`src/rtl/ex_mem_tracker.sv`:
```
// Execute-stage trace tracker: pairs in-order trace elements with data-memory transactions
// and emits one result per element with grant/rvalid timestamps and latency.
module ex_mem_tracker #(
  parameter int unsigned DATA_ADDR_WIDTH = 32,
  parameter int unsigned ELEM_WIDTH      = 64,
  parameter int unsigned CNT_WIDTH       = 32,
  parameter int unsigned ELEM_DEPTH      = 16,
  parameter int unsigned MAX_OUTSTANDING = 4,
  parameter int unsigned TXN_DEPTH       = 8,
  parameter int unsigned TIMEOUT         = 1024
) (
  input  logic                       clk,
  input  logic                       rst,
  input  logic [CNT_WIDTH-1:0]       counter,
  input  logic                       in_valid,
  output logic                       in_ready,
  input  logic [ELEM_WIDTH-1:0]      in_elem,
  input  logic                       in_is_mem,
  input  logic                       data_mem_req,
  input  logic [DATA_ADDR_WIDTH-1:0] data_mem_addr,
  input  logic                       data_mem_we,
  input  logic                       data_mem_grant,
  input  logic                       data_mem_rvalid,
  output logic                       out_valid,
  input  logic                       out_ready,
  output logic [ELEM_WIDTH-1:0]      out_elem,
  output logic                       out_is_mem,
  output logic [DATA_ADDR_WIDTH-1:0] out_mem_addr,
  output logic                       out_we,
  output logic [CNT_WIDTH-1:0]       out_start,
  output logic [CNT_WIDTH-1:0]       out_end,
  output logic [CNT_WIDTH-1:0]       out_latency,
  output logic                       out_timeout,
  output logic                       err_overflow,
  output logic                       err_spurious
);

  localparam int unsigned EAW = (ELEM_DEPTH > 1) ? $clog2(ELEM_DEPTH) : 1;
  localparam int unsigned ECW = $clog2(ELEM_DEPTH + 1);
  localparam int unsigned PAW = (MAX_OUTSTANDING > 1) ? $clog2(MAX_OUTSTANDING) : 1;
  localparam int unsigned PCW = $clog2(MAX_OUTSTANDING + 1);
  localparam int unsigned CAW = (TXN_DEPTH > 1) ? $clog2(TXN_DEPTH) : 1;
  localparam int unsigned CCW = $clog2(TXN_DEPTH + 1);
  localparam int unsigned PW  = DATA_ADDR_WIDTH + 1 + CNT_WIDTH;
  localparam int unsigned CW  = PW + CNT_WIDTH;
  localparam logic [31:0] TimeoutLast = (TIMEOUT == 0) ? 32'd0 : 32'(TIMEOUT - 1);

  typedef enum logic [1:0] {StIdle, StWaitTxn, StEmit} state_e;

  // Element FIFO: {elem, is_mem}
  logic [ELEM_WIDTH:0] elem_mem_q [ELEM_DEPTH];
  logic [EAW-1:0]      elem_wr_q, elem_rd_q;
  logic [ECW-1:0]      elem_cnt_q;
  logic                elem_full, elem_empty, elem_push, elem_pop;
  logic [ELEM_WIDTH:0] elem_head;

  assign elem_full  = (elem_cnt_q == ECW'(ELEM_DEPTH));
  assign elem_empty = (elem_cnt_q == '0);
  assign elem_push  = in_valid && !elem_full;
  assign elem_head  = elem_mem_q[elem_rd_q];
  assign in_ready   = !elem_full;

  always_ff @(posedge clk) begin
    if (rst) begin
      elem_wr_q  <= '0;
      elem_rd_q  <= '0;
      elem_cnt_q <= '0;
    end else begin
      if (elem_push) elem_wr_q <= (elem_wr_q == EAW'(ELEM_DEPTH - 1)) ? '0 : elem_wr_q + 1'b1;
      if (elem_pop)  elem_rd_q <= (elem_rd_q == EAW'(ELEM_DEPTH - 1)) ? '0 : elem_rd_q + 1'b1;
      elem_cnt_q <= elem_cnt_q + ECW'(elem_push) - ECW'(elem_pop);
    end
  end

  always_ff @(posedge clk) begin
    if (elem_push) elem_mem_q[elem_wr_q] <= {in_elem, in_is_mem};
  end

  // Pending FIFO: {addr, we, start}
  logic [PW-1:0]  pend_mem_q [MAX_OUTSTANDING];
  logic [PAW-1:0] pend_wr_q, pend_rd_q;
  logic [PCW-1:0] pend_cnt_q;
  logic           pend_full, pend_empty, pend_push, pend_pop, pend_ovf, spurious;
  logic           granted;

  assign granted    = data_mem_req && data_mem_grant;
  assign pend_full  = (pend_cnt_q == PCW'(MAX_OUTSTANDING));
  assign pend_empty = (pend_cnt_q == '0);
  assign pend_push  = granted && !pend_full;
  assign pend_ovf   = granted && pend_full;
  assign pend_pop   = data_mem_rvalid && !pend_empty;
  assign spurious   = data_mem_rvalid && pend_empty;

  always_ff @(posedge clk) begin
    if (rst) begin
      pend_wr_q  <= '0;
      pend_rd_q  <= '0;
      pend_cnt_q <= '0;
    end else begin
      if (pend_push) pend_wr_q <= (pend_wr_q == PAW'(MAX_OUTSTANDING - 1)) ? '0 : pend_wr_q + 1'b1;
      if (pend_pop)  pend_rd_q <= (pend_rd_q == PAW'(MAX_OUTSTANDING - 1)) ? '0 : pend_rd_q + 1'b1;
      pend_cnt_q <= pend_cnt_q + PCW'(pend_push) - PCW'(pend_pop);
    end
  end

  always_ff @(posedge clk) begin
    if (pend_push) pend_mem_q[pend_wr_q] <= {data_mem_addr, data_mem_we, counter};
  end

  // Completed FIFO: {addr, we, start, end}
  logic [CW-1:0]  cpl_mem_q [TXN_DEPTH];
  logic [CAW-1:0] cpl_wr_q, cpl_rd_q;
  logic [CCW-1:0] cpl_cnt_q;
  logic           cpl_full, cpl_empty, cpl_push, cpl_pop, cpl_ovf;
  logic [CW-1:0]  cpl_head;

  assign cpl_full  = (cpl_cnt_q == CCW'(TXN_DEPTH));
  assign cpl_empty = (cpl_cnt_q == '0);
  assign cpl_push  = pend_pop && !cpl_full;
  assign cpl_ovf   = pend_pop && cpl_full;
  assign cpl_head  = cpl_mem_q[cpl_rd_q];

  always_ff @(posedge clk) begin
    if (rst) begin
      cpl_wr_q  <= '0;
      cpl_rd_q  <= '0;
      cpl_cnt_q <= '0;
    end else begin
      if (cpl_push) cpl_wr_q <= (cpl_wr_q == CAW'(TXN_DEPTH - 1)) ? '0 : cpl_wr_q + 1'b1;
      if (cpl_pop)  cpl_rd_q <= (cpl_rd_q == CAW'(TXN_DEPTH - 1)) ? '0 : cpl_rd_q + 1'b1;
      cpl_cnt_q <= cpl_cnt_q + CCW'(cpl_push) - CCW'(cpl_pop);
    end
  end

  always_ff @(posedge clk) begin
    if (cpl_push) cpl_mem_q[cpl_wr_q] <= {pend_mem_q[pend_rd_q], counter};
  end

  // Pairing FSM
  state_e      state_q, state_d;
  logic [31:0] timer_q, timer_d;
  logic        cap_en, cap_mem, cap_to;

  always_comb begin
    state_d  = state_q;
    timer_d  = timer_q;
    elem_pop = 1'b0;
    cpl_pop  = 1'b0;
    cap_en   = 1'b0;
    cap_mem  = 1'b0;
    cap_to   = 1'b0;
    unique case (state_q)
      StIdle: begin
        if (!elem_empty) begin
          if (!elem_head[0]) begin
            cap_en   = 1'b1;
            elem_pop = 1'b1;
            state_d  = StEmit;
          end else if (!cpl_empty) begin
            cap_en   = 1'b1;
            cap_mem  = 1'b1;
            elem_pop = 1'b1;
            cpl_pop  = 1'b1;
            state_d  = StEmit;
          end else begin
            timer_d = '0;
            state_d = StWaitTxn;
          end
        end
      end
      StWaitTxn: begin
        if (!cpl_empty) begin
          cap_en   = 1'b1;
          cap_mem  = 1'b1;
          elem_pop = 1'b1;
          cpl_pop  = 1'b1;
          state_d  = StEmit;
        end else if ((TIMEOUT != 0) && (timer_q == TimeoutLast)) begin
          cap_en   = 1'b1;
          cap_to   = 1'b1;
          elem_pop = 1'b1;
          state_d  = StEmit;
        end else begin
          timer_d = timer_q + 32'd1;
        end
      end
      StEmit: begin
        if (out_ready) state_d = StIdle;
      end
      default: state_d = StIdle;
    endcase
  end

  logic [ELEM_WIDTH-1:0]      out_elem_q;
  logic                       out_is_mem_q, out_we_q, out_timeout_q;
  logic [DATA_ADDR_WIDTH-1:0] out_addr_q;
  logic [CNT_WIDTH-1:0]       out_start_q, out_end_q;
  logic                       err_overflow_q, err_spurious_q;

  always_ff @(posedge clk) begin
    if (rst) begin
      state_q        <= StIdle;
      timer_q        <= '0;
      out_elem_q     <= '0;
      out_is_mem_q   <= 1'b0;
      out_addr_q     <= '0;
      out_we_q       <= 1'b0;
      out_start_q    <= '0;
      out_end_q      <= '0;
      out_timeout_q  <= 1'b0;
      err_overflow_q <= 1'b0;
      err_spurious_q <= 1'b0;
    end else begin
      state_q        <= state_d;
      timer_q        <= timer_d;
      err_overflow_q <= err_overflow_q | pend_ovf | cpl_ovf;
      err_spurious_q <= err_spurious_q | spurious;
      if (cap_en) begin
        out_elem_q    <= elem_head[ELEM_WIDTH:1];
        out_is_mem_q  <= elem_head[0];
        out_addr_q    <= cap_mem ? cpl_head[CW-1 -: DATA_ADDR_WIDTH] : '0;
        out_we_q      <= cap_mem ? cpl_head[2*CNT_WIDTH] : 1'b0;
        out_start_q   <= cap_mem ? cpl_head[2*CNT_WIDTH-1 -: CNT_WIDTH] : '0;
        out_end_q     <= cap_mem ? cpl_head[CNT_WIDTH-1:0] : '0;
        out_timeout_q <= cap_to;
      end
    end
  end

  assign out_valid    = (state_q == StEmit);
  assign out_elem     = out_elem_q;
  assign out_is_mem   = out_is_mem_q;
  assign out_mem_addr = out_addr_q;
  assign out_we       = out_we_q;
  assign out_start    = out_start_q;
  assign out_end      = out_end_q;
  // Modular subtraction handles counter wrap between grant and rvalid
  assign out_latency  = out_end_q - out_start_q;
  assign out_timeout  = out_timeout_q;
  assign err_overflow = err_overflow_q;
  assign err_spurious = err_spurious_q;

endmodule

```
`config.mk`:
```
export PLATFORM = sky130hd
export DESIGN_NAME = ex_mem_tracker
export DESIGN_NICKNAME = d
export VERILOG_FILES = /design/src/rtl/ex_mem_tracker.sv
export SDC_FILE = /design/constraint.sdc
export NUM_CORES = 2
export LEC_CHECK = 0
export CORE_MARGIN = 5
export CORE_UTILIZATION = 60
export CTS_CLUSTER_DIAMETER = 50
export DETAILED_ROUTE_END_ITERATION = 12
export PLACE_DENSITY_LB_ADDON = 0.1
export SYNTH_ARGS = -nofsm -noshare
export SYNTH_HDL_FRONTEND = slang
export SYNTH_SLANG_ARGS = --single-unit
```
`constraint.sdc`:
```
create_clock -name clk -period 34.6 [get_ports clk]
set_input_delay 5.19 -clock clk [delete_from_list [all_inputs] [get_ports clk]]
set_output_delay 5.19 -clock clk [all_outputs]
set_load 0.01 [all_outputs]
```
==> impl_metrics.toml <==
[run_status]
status = "finished clean"

[worst_setup_path]
cp_data_arrival_time_ns = 4.18
worst-path-max-fanout = 3
required_ns = 29.41
max_stage_delay_ns = 0.55
cp_cell_sequence = "inv_1 > ha_1 > fa_1 > nor2b_1 > o2111ai_1 > a31oi_1 > o21ai_0 > a31oi_1 > a21oi_1 > o21ai_0 > xor2_1 > clkdlybuf4s50_1"
start_kind = "flop"
path_class = "flop to output pin"
critPathCaptureType = "output pin"
r2r_cells = 12
cp_slowest_cell = "clkdlybuf4s50_1"
r2r_slack_ns = 29.02

[floorplanning]
die_area_um2 = 154000
initial_core_util = 0.602
core_um2 = 145000
rows = 140
die_w_um = 392
pin_count = 336
die_y_um = 392

[layout]
area_growth_syn_to_layout_pct = 15.0
layout.nets = 4826
mostFrequentLayoutCell = "edfxtp_1"
fillCellCount = 9136
fin_area_um2 = 101000
drive_gt1_frac = 0.213
final_cell_mix = "edfxtp_1, mux4_2, clkdlybuf4s50_1"

[place]
place_area_um2 = 93300
place_congestion = 0.834
io_buffers = 335
dp_hpwl_mm = 107

[clock_network]
clk_pin_slew_ns = 0.06
insertion_delay_ns = 0.83
cts_buffers = 225
post_cts_resize_count = 0
clockRootBuffer = "clkbuf_16"
cts_hold_repair.buffers = 0
post-cts-setup-buffers = 0
htreeDepth = 4
cts_tree = "done"
cts.path.max_buffers = 3
clock-sinks = 2314

[routing]
wl_per_cell_um = 28.1
num_vias = 41664
vias_per_cell = 6.17
ant_nets = 0
first_pass_iters = 5
routed_wl_mm = 190
drtIter0Drc = 3407
drc = 0

[global_route]
grt_max_degree = 138
first_global_vias = 42328
track_usage = 0.251
grt_pass1_wl_mm = 281
antenna_found_initial = 25
grt.overflow.total = 0

[timing]
worst_slew_pin_slew_ns = 1.14
finalSetupTns_ns = 0
final-hold-violation-count = 0
max-slew-margin-rel = 0.243
max_freq_mhz = 107
rsz0062_at_grt = "no"
period_share = 0.271
clock_skew_ns = 0.0309
setup_viol = 0
period_minus_slack_ns = 9.37
drv_slew = 0

[yosys]
synth_edf_count = 2076
ys_seq_area_frac = 0.767
synthesis.nets = 4396
synth_area_um2 = 87500
yosysTopAreaCellShare = 0.712
synth_flop_cell = "edfxtp_1"
ys_ff_latch = 2314
async_flop_share = 0
synth_warnings = 0
synth_area_leaders = "edfxtp_1, mux4_2, dfxtp_1"
netlist_instances = 4195
synth_top_area_cell = "edfxtp_1"
avgSynthCellArea_um2 = 20.9
ys_types = 62

[power]
power_frac_comb = 0.278
p_leak_nw = 31.3
irDropWorstVdd_mv = 0.123
p_per_area_nw_per_um2 = 79.7
power_switching_w = 0.00231
p_int_w = 0.00572
seqPwrFrac = 0.423
pwr-share-clk = 0.299
switching_share = 0.287

[run]
maxCapViolCount = 0

[min_path]
hold_path_class = "flop to flop"
whs_path_depth = 2
cell families (layout without fill, tap and decap cells):
kind of cell               count (synthesis)  in the layout  synth area share
buffers and inverters                    268            895            0.0117
and+or+nand+nor                          501            501            0.0247
xor gates and xnor gates                  67             67           0.00671
AOI/OAI and AO/OA                        297            297            0.0188
muxes                                    684            684             0.162
DFF                                     2314           2314             0.767
adders and majority gates                 64             64           0.00949
other                                      0             13                 0
flip-flops by register name, indices dropped and copies added (netlist names), 4 cells and up, named ones only:
name,cells
cpl_mem_q,776
out_mem_addr,32
pend_mem_q,260
timer_q,32
elem_wr_q,4
out_end,32
elem_mem_q,1040
out_start,32
elem_cnt_q,5
elem_rd_q,4
out_elem,64
cpl_cnt_q,4
critical path, delay by kind of cell (launching register included):
family          cells  cell delay (ns)
flops               1             0.35
compound gates      6             1.44
simple gates        1             0.19
xor+xnor            1             0.16
fa+ha+maj           2             0.61
buf+inv             2             0.60
power groups by stage:
stage               combinational (W)  clock (W)  sequential [W]
global route                  0.00240    0.00257         0.00341
CTS                           0.00226    0.00244         0.00340
floorplan                     0.00139          0         0.00343
finish                        0.00223    0.00240         0.00339
global placement              0.00223          0         0.00345
detailed placement            0.00225          0         0.00346
Yosys cell counts (5+ instances only):
cell / number
nor4_1: 12
dfxtp_1: 238
nand2b_1: 8
o21ai_0: 101
mux2i_1: 101
xor2_1: 40
clkbuf_1: 148
o21ai_1: 22
edfxtp_1: 2076
nand2_1: 286
mux4_2: 583
a21oi_1: 119
buf_1: 42
and2_1: 5
o21bai_1: 5
inv_1: 63
nand3_1: 21
ha_1: 60
nor3_1: 21
nor2_1: 95
xnor2_1: 27
nand4_1: 14
a21o_1: 10
nor2b_1: 11
nor3b_1: 5
and4_1: 7
buf_2: 11
area by class of cell:
cell class              instances  area (um^2)  area share
diodes                         13         32.5    0.000323
clock buffers                 302         6050      0.0601
clock inverters               122         1260      0.0126
inverters                      65          245     0.00244
multi-input cells            1613        19600       0.194
flip-flops and latches       2314        67100       0.667
well taps                    1917         2400      0.0238
repair buffers                406         3950      0.0392
path summary, 6_finish.rpt:
kind / from / to
setup / recovery: out_end[0] / out_latency[24]
hold / removal: out_mem_addr[8] / out_mem_addr[8]
setup reg to reg: flop / out_end[9]
hold reg to reg: out_mem_addr[8] / out_mem_addr[8]
per-layer routing:
layer,vias to the layer above,wire length [um],global-route usage
met3,257,14400,0.0565
met4,18,4050,0.0622
li1,18002,-,-
met5,-,115,0
met1,21988,79700,0.371
met2,1399,91700,0.391
metrics by stage:
| step | std cells | power, W | util | setup slack, ns | hold WS [ns] |
|---|---|---|---|---|---|
| after floorplan | 4195 | 0.00483 | - | 18.00 | 0.454 |
| after global placement | 6315 | 0.00568 | 0.642 | 25.84 | 0.437 |
| after detailed placement | 6315 | 0.00571 | 0.642 | 25.78 | 0.441 |
| after CTS | 6739 | 0.00810 | 0.692 | 25.23 | 0.450 |
| after global routing | 6742 | 0.00838 | 0.692 | 25.07 | 0.471 |
| final | 6752 | 0.00802 | 0.692 | 25.23 | 0.446 |
No activity file was read; power rests on OpenSTA's default activity.
